<file path="src/rtl/v810_rf_wb_ctrl_if.sv">
// Register-file write-port bundle: EX writeback, load issue/return,
// hazard check inputs and the resulting register-file write.
interface v810_rf_wb_ctrl_if #(
  parameter int LQ_DEPTH = 2
);
  localparam int CW = $clog2(LQ_DEPTH + 1);

  logic          EX_WE;
  logic [4:0]    EX_WA;
  logic [31:0]   EX_WD;
  logic          LD_ISSUE;
  logic [4:0]    LD_RA;
  logic          LD_ISSUE_RDY;
  logic          LD_RET;
  logic [31:0]   LD_RD;
  logic [4:0]    CHK_RA1;
  logic [4:0]    CHK_RA2;
  logic [4:0]    CHK_WA;
  logic          STALL;
  logic [4:0]    RF_WA;
  logic [31:0]   RF_WD;
  logic          RF_WE;
  logic [CW-1:0] LQ_CNT;
  logic          LD_ERR;

  modport master (
    output EX_WE, EX_WA, EX_WD,
    output LD_ISSUE, LD_RA,
    output LD_RET, LD_RD,
    output CHK_RA1, CHK_RA2, CHK_WA,
    input  LD_ISSUE_RDY, STALL,
    input  RF_WA, RF_WD, RF_WE,
    input  LQ_CNT, LD_ERR
  );

  modport slave (
    input  EX_WE, EX_WA, EX_WD,
    input  LD_ISSUE, LD_RA,
    input  LD_RET, LD_RD,
    input  CHK_RA1, CHK_RA2, CHK_WA,
    output LD_ISSUE_RDY, STALL,
    output RF_WA, RF_WD, RF_WE,
    output LQ_CNT, LD_ERR
  );
endinterface

</file>
<file path="src/rtl/v810_rf_wb_ctrl.sv">
// Register-file write-port arbiter (EX over load drain) and in-order
// load scoreboard raising STALL on hazards against pending loads.
module v810_rf_wb_ctrl #(
  parameter int LQ_DEPTH = 2
) (
  input logic CLK,
  input logic RESET,
  input logic CE,
  v810_rf_wb_ctrl_if.slave bus
);
  localparam int CW = $clog2(LQ_DEPTH + 1);
  localparam int PW = $clog2(LQ_DEPTH);

  logic [4:0]          tag_q [LQ_DEPTH];
  logic [31:0]         dat_q [LQ_DEPTH];
  logic [LQ_DEPTH-1:0] dv_q;
  logic [PW-1:0]       hd_q;
  logic [PW-1:0]       tl_q;
  logic [PW-1:0]       rp_q;
  logic [CW-1:0]       cnt_q;
  logic [CW-1:0]       pend_q;
  logic                err_q;

  logic [LQ_DEPTH-1:0] vld;
  logic                full;
  logic                ex_act;
  logic                drain;
  logic                push;
  logic                pop;
  logic                ret_ok;
  logic                err_set;
  logic                hit;

  assign full   = (cnt_q >= CW'(LQ_DEPTH));
  assign ex_act = bus.EX_WE & (bus.EX_WA != 5'd0);
  assign drain  = !RESET & !ex_act & (cnt_q != '0) & dv_q[hd_q];
  assign push   = CE & bus.LD_ISSUE & !full;
  assign pop    = CE & drain;
  assign ret_ok = CE & bus.LD_RET & (pend_q != '0);
  assign err_set = CE & ((bus.LD_ISSUE & full) |
                         (bus.LD_RET & (pend_q == '0)));

  // Entry i is live when its distance from head is below the count.
  always_comb begin
    vld = '0;
    for (int i = 0; i < LQ_DEPTH; i++)
      vld[i] = CW'(PW'(PW'(i) - hd_q)) < cnt_q;
  end

  always_comb begin
    hit = 1'b0;
    for (int i = 0; i < LQ_DEPTH; i++) begin
      if (vld[i]) begin
        if (bus.CHK_RA1 != 5'd0 && tag_q[i] == bus.CHK_RA1) hit = 1'b1;
        if (bus.CHK_RA2 != 5'd0 && tag_q[i] == bus.CHK_RA2) hit = 1'b1;
        if (bus.CHK_WA  != 5'd0 && tag_q[i] == bus.CHK_WA)  hit = 1'b1;
      end
    end
  end

  assign bus.STALL        = hit & !RESET;
  assign bus.LD_ISSUE_RDY = RESET | !full;
  assign bus.LQ_CNT       = cnt_q;
  assign bus.LD_ERR       = err_q;

  always_comb begin
    bus.RF_WE = 1'b0;
    bus.RF_WA = 5'd0;
    bus.RF_WD = 32'd0;
    unique case (1'b1)
      ex_act: begin
        bus.RF_WE = 1'b1;
        bus.RF_WA = bus.EX_WA;
        bus.RF_WD = bus.EX_WD;
      end
      drain: begin
        bus.RF_WE = (tag_q[hd_q] != 5'd0);
        bus.RF_WA = tag_q[hd_q];
        bus.RF_WD = dat_q[hd_q];
      end
      default: ;
    endcase
  end

  // Push targets a free slot and returns target a live dv=0 slot,
  // so they never collide with each other or with the popping head.
  always_ff @(posedge CLK) begin
    if (RESET) begin
      for (int i = 0; i < LQ_DEPTH; i++) begin
        tag_q[i] <= 5'd0;
        dat_q[i] <= 32'd0;
      end
      dv_q   <= '0;
      hd_q   <= '0;
      tl_q   <= '0;
      rp_q   <= '0;
      cnt_q  <= '0;
      pend_q <= '0;
      err_q  <= 1'b0;
    end else begin
      if (push) begin
        tag_q[tl_q] <= bus.LD_RA;
        dv_q[tl_q]  <= 1'b0;
        tl_q        <= tl_q + PW'(1);
      end
      if (ret_ok) begin
        dat_q[rp_q] <= bus.LD_RD;
        dv_q[rp_q]  <= 1'b1;
        rp_q        <= rp_q + PW'(1);
      end
      if (pop)
        hd_q <= hd_q + PW'(1);
      cnt_q  <= cnt_q + CW'(push) - CW'(pop);
      pend_q <= pend_q + CW'(push) - CW'(ret_ok);
      if (err_set)
        err_q <= 1'b1;
    end
  end
endmodule

</file>
<file path="src/flat_wrapper.sv">
// flat-port wrapper written by rule: the top's interface ports become plain ports
module v810_rf_wb_ctrl_flat 
#(
  parameter int LQ_DEPTH = 2
)
  (CLK, RESET, CE, bus_EX_WE, bus_EX_WA, bus_EX_WD, bus_LD_ISSUE, bus_LD_RA, bus_LD_RET, bus_LD_RD, bus_CHK_RA1, bus_CHK_RA2, bus_CHK_WA, bus_LD_ISSUE_RDY, bus_STALL, bus_RF_WA, bus_RF_WD, bus_RF_WE, bus_LQ_CNT, bus_LD_ERR);
  v810_rf_wb_ctrl_if #(.LQ_DEPTH(LQ_DEPTH)) bus_i ();
  input logic CLK;
  input logic RESET;
  input logic CE;
  input wire logic [$bits(bus_i.EX_WE)-1:0] bus_EX_WE;
  input wire logic [$bits(bus_i.EX_WA)-1:0] bus_EX_WA;
  input wire logic [$bits(bus_i.EX_WD)-1:0] bus_EX_WD;
  input wire logic [$bits(bus_i.LD_ISSUE)-1:0] bus_LD_ISSUE;
  input wire logic [$bits(bus_i.LD_RA)-1:0] bus_LD_RA;
  input wire logic [$bits(bus_i.LD_RET)-1:0] bus_LD_RET;
  input wire logic [$bits(bus_i.LD_RD)-1:0] bus_LD_RD;
  input wire logic [$bits(bus_i.CHK_RA1)-1:0] bus_CHK_RA1;
  input wire logic [$bits(bus_i.CHK_RA2)-1:0] bus_CHK_RA2;
  input wire logic [$bits(bus_i.CHK_WA)-1:0] bus_CHK_WA;
  output wire logic [$bits(bus_i.LD_ISSUE_RDY)-1:0] bus_LD_ISSUE_RDY;
  output wire logic [$bits(bus_i.STALL)-1:0] bus_STALL;
  output wire logic [$bits(bus_i.RF_WA)-1:0] bus_RF_WA;
  output wire logic [$bits(bus_i.RF_WD)-1:0] bus_RF_WD;
  output wire logic [$bits(bus_i.RF_WE)-1:0] bus_RF_WE;
  output wire logic [$bits(bus_i.LQ_CNT)-1:0] bus_LQ_CNT;
  output wire logic [$bits(bus_i.LD_ERR)-1:0] bus_LD_ERR;
  assign bus_i.EX_WE = bus_EX_WE;
  assign bus_i.EX_WA = bus_EX_WA;
  assign bus_i.EX_WD = bus_EX_WD;
  assign bus_i.LD_ISSUE = bus_LD_ISSUE;
  assign bus_i.LD_RA = bus_LD_RA;
  assign bus_i.LD_RET = bus_LD_RET;
  assign bus_i.LD_RD = bus_LD_RD;
  assign bus_i.CHK_RA1 = bus_CHK_RA1;
  assign bus_i.CHK_RA2 = bus_CHK_RA2;
  assign bus_i.CHK_WA = bus_CHK_WA;
  assign bus_LD_ISSUE_RDY = bus_i.LD_ISSUE_RDY;
  assign bus_STALL = bus_i.STALL;
  assign bus_RF_WA = bus_i.RF_WA;
  assign bus_RF_WD = bus_i.RF_WD;
  assign bus_RF_WE = bus_i.RF_WE;
  assign bus_LQ_CNT = bus_i.LQ_CNT;
  assign bus_LD_ERR = bus_i.LD_ERR;
  v810_rf_wb_ctrl #(.LQ_DEPTH(LQ_DEPTH)) u_core (.CLK(CLK), .RESET(RESET), .CE(CE), .bus(bus_i));
endmodule
</file>
<file path="config.mk">
export PLATFORM = sky130hd
export DESIGN_NAME = v810_rf_wb_ctrl_flat
export DESIGN_NICKNAME = d
export VERILOG_FILES = /design/src/rtl/v810_rf_wb_ctrl_if.sv /design/src/rtl/v810_rf_wb_ctrl.sv /design/src/flat_wrapper.sv
export SDC_FILE = /design/constraint.sdc
export NUM_CORES = 1
export LEC_CHECK = 0
export ABC_AREA = 1
export BUFFER_PORTS_ARGS = -buffer_cell sky130_fd_sc_hd__buf_2
export CORE_ASPECT_RATIO = 0.6
export CORE_UTILIZATION = 45
export DETAILED_ROUTE_END_ITERATION = 7
export GPL_TIMING_DRIVEN = 1
export MAX_ROUTING_LAYER = met4
export PLACE_DENSITY = 0.71
export SLEW_MARGIN = 25
export SYNTH_ARGS = -nofsm -noshare
export SYNTH_HDL_FRONTEND = slang
export SYNTH_SLANG_ARGS = --single-unit
</file>
<file path="constraint.sdc">
create_clock -name CLK -period 6.05 [get_ports CLK]
set_clock_uncertainty 0.2 [all_clocks]
set_input_delay 1.21 -clock CLK [delete_from_list [all_inputs] [get_ports CLK]]
set_output_delay 1.21 -clock CLK [all_outputs]
set_load 0.005 [all_outputs]
</file>
==> metrics.csv <==
metric;value;unit
Inst Count DP;797;
worst-margin pin slew;748;ps
final net count;772;
Final setup viols;0;
post-layout minimum cycle time;3810;ps
Initial Util;0.470;
commonest cells in the netlist;inv_1, nor2_1, edfxtp_1;
Int Pwr;1.18;mW
PD cells;259;nW/µm²
Seq pwr share;0.456;
count leader, synth;inv_1;
post-CTS resize count;0;
Net Count, Synth;641;
top-area cell type share of the netlist area;0.471;
CP Data Required Time;4640;ps
fill count;922;
ant diodes;0;
first-pass detailed-route iteration total;4;
CP Capture Type;primary output;
critical path class;primary input to primary output;
Critical Path Start;bus_EX_WA[0];
cts hold-fix bufs;0;
routed length per instance;14.0;µm
Cells after Synth;542;
leakage power;2.90;nW
remaining global-route overflow;0;
Sw Share;0.218;
Max Cap Violations;0;
M1 WL;5.42;mm
Hold Crit Class;flip-flop to flip-flop;
die width;134;µm
top_reg_cell synth;edfxtp_1;
chip height;81.3;µm
final worst-path cycle share;0.630;
Net Sw Power;0.329;mW
Async S/R FF share, synth;0;
VDD IR-drop max;0.170;mV
Die ar.;10900;µm²
CP arrival;2400;ps
IO buf count;137;
first-pass GRT wire length;18.1;mm
met3 wire length;874;µm
startpoint types;primary input;
Post-Route WL;11.4;mm
area grow syn2layout;23.7;%
largest net degree at the start of global routing;39;
CTS tree;built;
Rel. slew slack;0.501;
RSZ-0062 raised after global routing;no;
Initial DRC Count;302;
top cells by area, synth;edfxtp_1, inv_1, nor2_1;
All-Layer GR Usage;0.228;
status;complete, no violations;
TNS Setup;0;ps
DR vias;4001;
Core ar.;10000;µm²
Worst-path clk slew;50;ps
H-tree levels;3;
sequential-to-total area share from yosys stat;0.518;
Comb power frac;0.114;
reg2reg start;u_core.pend_q[1]$_SDFF_PP0_;
Root Buffer;clkbuf_16;
worst-skew pair later-pin latency;330;ps
EDFF count, synth;74;
# IOs;138;
drc violations;0;
met2 WL;5.02;mm
hold path start;u_core.dv_q[0]$_SDFF_PP0_;
# rows;28;
layout cell share with drive strength beyond 1;0.301;
gp weighted congestion;0.986;
Highest Signal Layer;met4;
Avg Cell Area, Syn;8.70;µm²
TritonCTS Buffers;9;
non-filler cells, final;813;
Max Clk Rate;0.262;GHz
Final Hold Vio Count;0;
Ys Warns;0;
Clock power frac;0.430;
max-slew violations;0;
vias in the first global route;3777;
antenna violations before repair;0;
CTS Buffer Depth;2;
Yosys cell types;34;
Synth Register Bits;85;
vias per cell;4.92;
DRT antenna net count;0;
DPL Wire Length;8.06;mm
Mapped Area;4710;µm²
largest area contributor in the netlist;edfxtp_1;
Num Clock Sinks;85;
setup bufs post-CTS;0;
CP Max Fanout;38;
## metrics by stage
stage          setup slack, ps  power [mW]  utilization  hold slack (ps)  cell area (µm²)
2_1_floorplan             2650       0.791            -              242             4710
3_3_place_gp              2300       0.863        0.546              267             5470
3_5_place_dp              2250       0.871        0.546              265             5470
4_1_cts                   2240        1.52        0.582              274             5830
5_1_grt                   2120        1.57        0.582              284             5830
6_report                  2240        1.51        0.582              278             5830
## worst max-delay path, stage by stage
cell and delay (ps):
buf_2 100, inv_1 70, nand2_1 120, o21ai_4 180
buf_4 400, o21ai_0 160, buf_2 150
## state kept, by name, indices dropped and copies added (netlist names), named ones only
name,flops
u_core.bus.LD_ERR,1
u_core.tag_q,10
u_core.hd_q,1
u_core.pend_q,2
u_core.rp_q,1
u_core.bus.LQ_CNT,2
u_core.tl_q,1
u_core.dv_q,2
u_core.dat_q,64
## final timing paths
path,endpoint,slack [ps],cells after the start
worst min-delay path,u_core.dv_q[0]$_SDFF_PP0_,280,2
worst max register to register,u_core.dat_q[1][7]$_SDFFCE_PN0P_,3580,5
worst max-delay path,bus_RF_WE,2240,7
worst min register to register,u_core.dv_q[0]$_SDFF_PP0_,280,2
## power by group through the flow
| stage | combinational, mW | sequential, mW | clock, mW |
|---|---|---|---|
| after floorplan | 0.0980 | 0.693 | 0 |
| after global placement | 0.166 | 0.697 | 0 |
| after detailed placement | 0.172 | 0.699 | 0 |
| after CTS | 0.173 | 0.687 | 0.658 |
| after global routing | 0.193 | 0.690 | 0.689 |
| final | 0.172 | 0.687 | 0.649 |
## cell families (layout without fill, tap and decap cells)
| logic type | count (synthesis) | count (layout) | share of synthesized area |
|---|---|---|---|
| buffers and inverters | 132 | 268 | 0.120 |
| multiplexers | 1 | 1 | 0.00212 |
| AND/OR/NAND/NOR | 206 | 206 | 0.195 |
| flip-flops | 85 | 85 | 0.518 |
| XOR/XNOR | 25 | 25 | 0.0465 |
| adder cells (fa/ha/maj) | 4 | 4 | 0.0106 |
| AO/OA/AOI/OAI | 89 | 89 | 0.108 |
## per-layer routing
metal	vias to the layer above	track usage
li1	1991	-
met1	1859	0.302
met2	143	0.361
met3	8	0.0556
met4	0	0.0382
met5	-	-
## layout by cell type, fill, tap and decap left out, drive strengths merged, types with 3 or more instances in the layout
| master | Yosys | layout |
|---|---|---|
| a21oi | 6 | 6 |
| buf | 14 | 141 |
| bufinv | 0 | 3 |
| clkbuf | 7 | 13 |
| dfxtp | 11 | 11 |
| edfxtp | 74 | 74 |
| ha | 4 | 4 |
| inv | 111 | 111 |
| nand2 | 55 | 55 |
| nand3 | 14 | 14 |
| nor2 | 100 | 100 |
| o21ai | 47 | 47 |
| o22ai | 35 | 35 |
| or2 | 32 | 32 |
| xnor2 | 8 | 8 |
| xor2 | 17 | 17 |
## final cells by class
class | instances | area (µm²) | share of cell area
Sequential cell | 85 | 2440 | 0.419
Multi-Input combinational cell | 325 | 1720 | 0.295
Timing Repair Buffer | 141 | 716 | 0.123
Inverter | 111 | 424 | 0.0728
Clock buffer | 13 | 270 | 0.0464
Tap cell | 135 | 169 | 0.0290
Clock inverter | 3 | 90.1 | 0.0155
(Power assumes the default switching activity.)
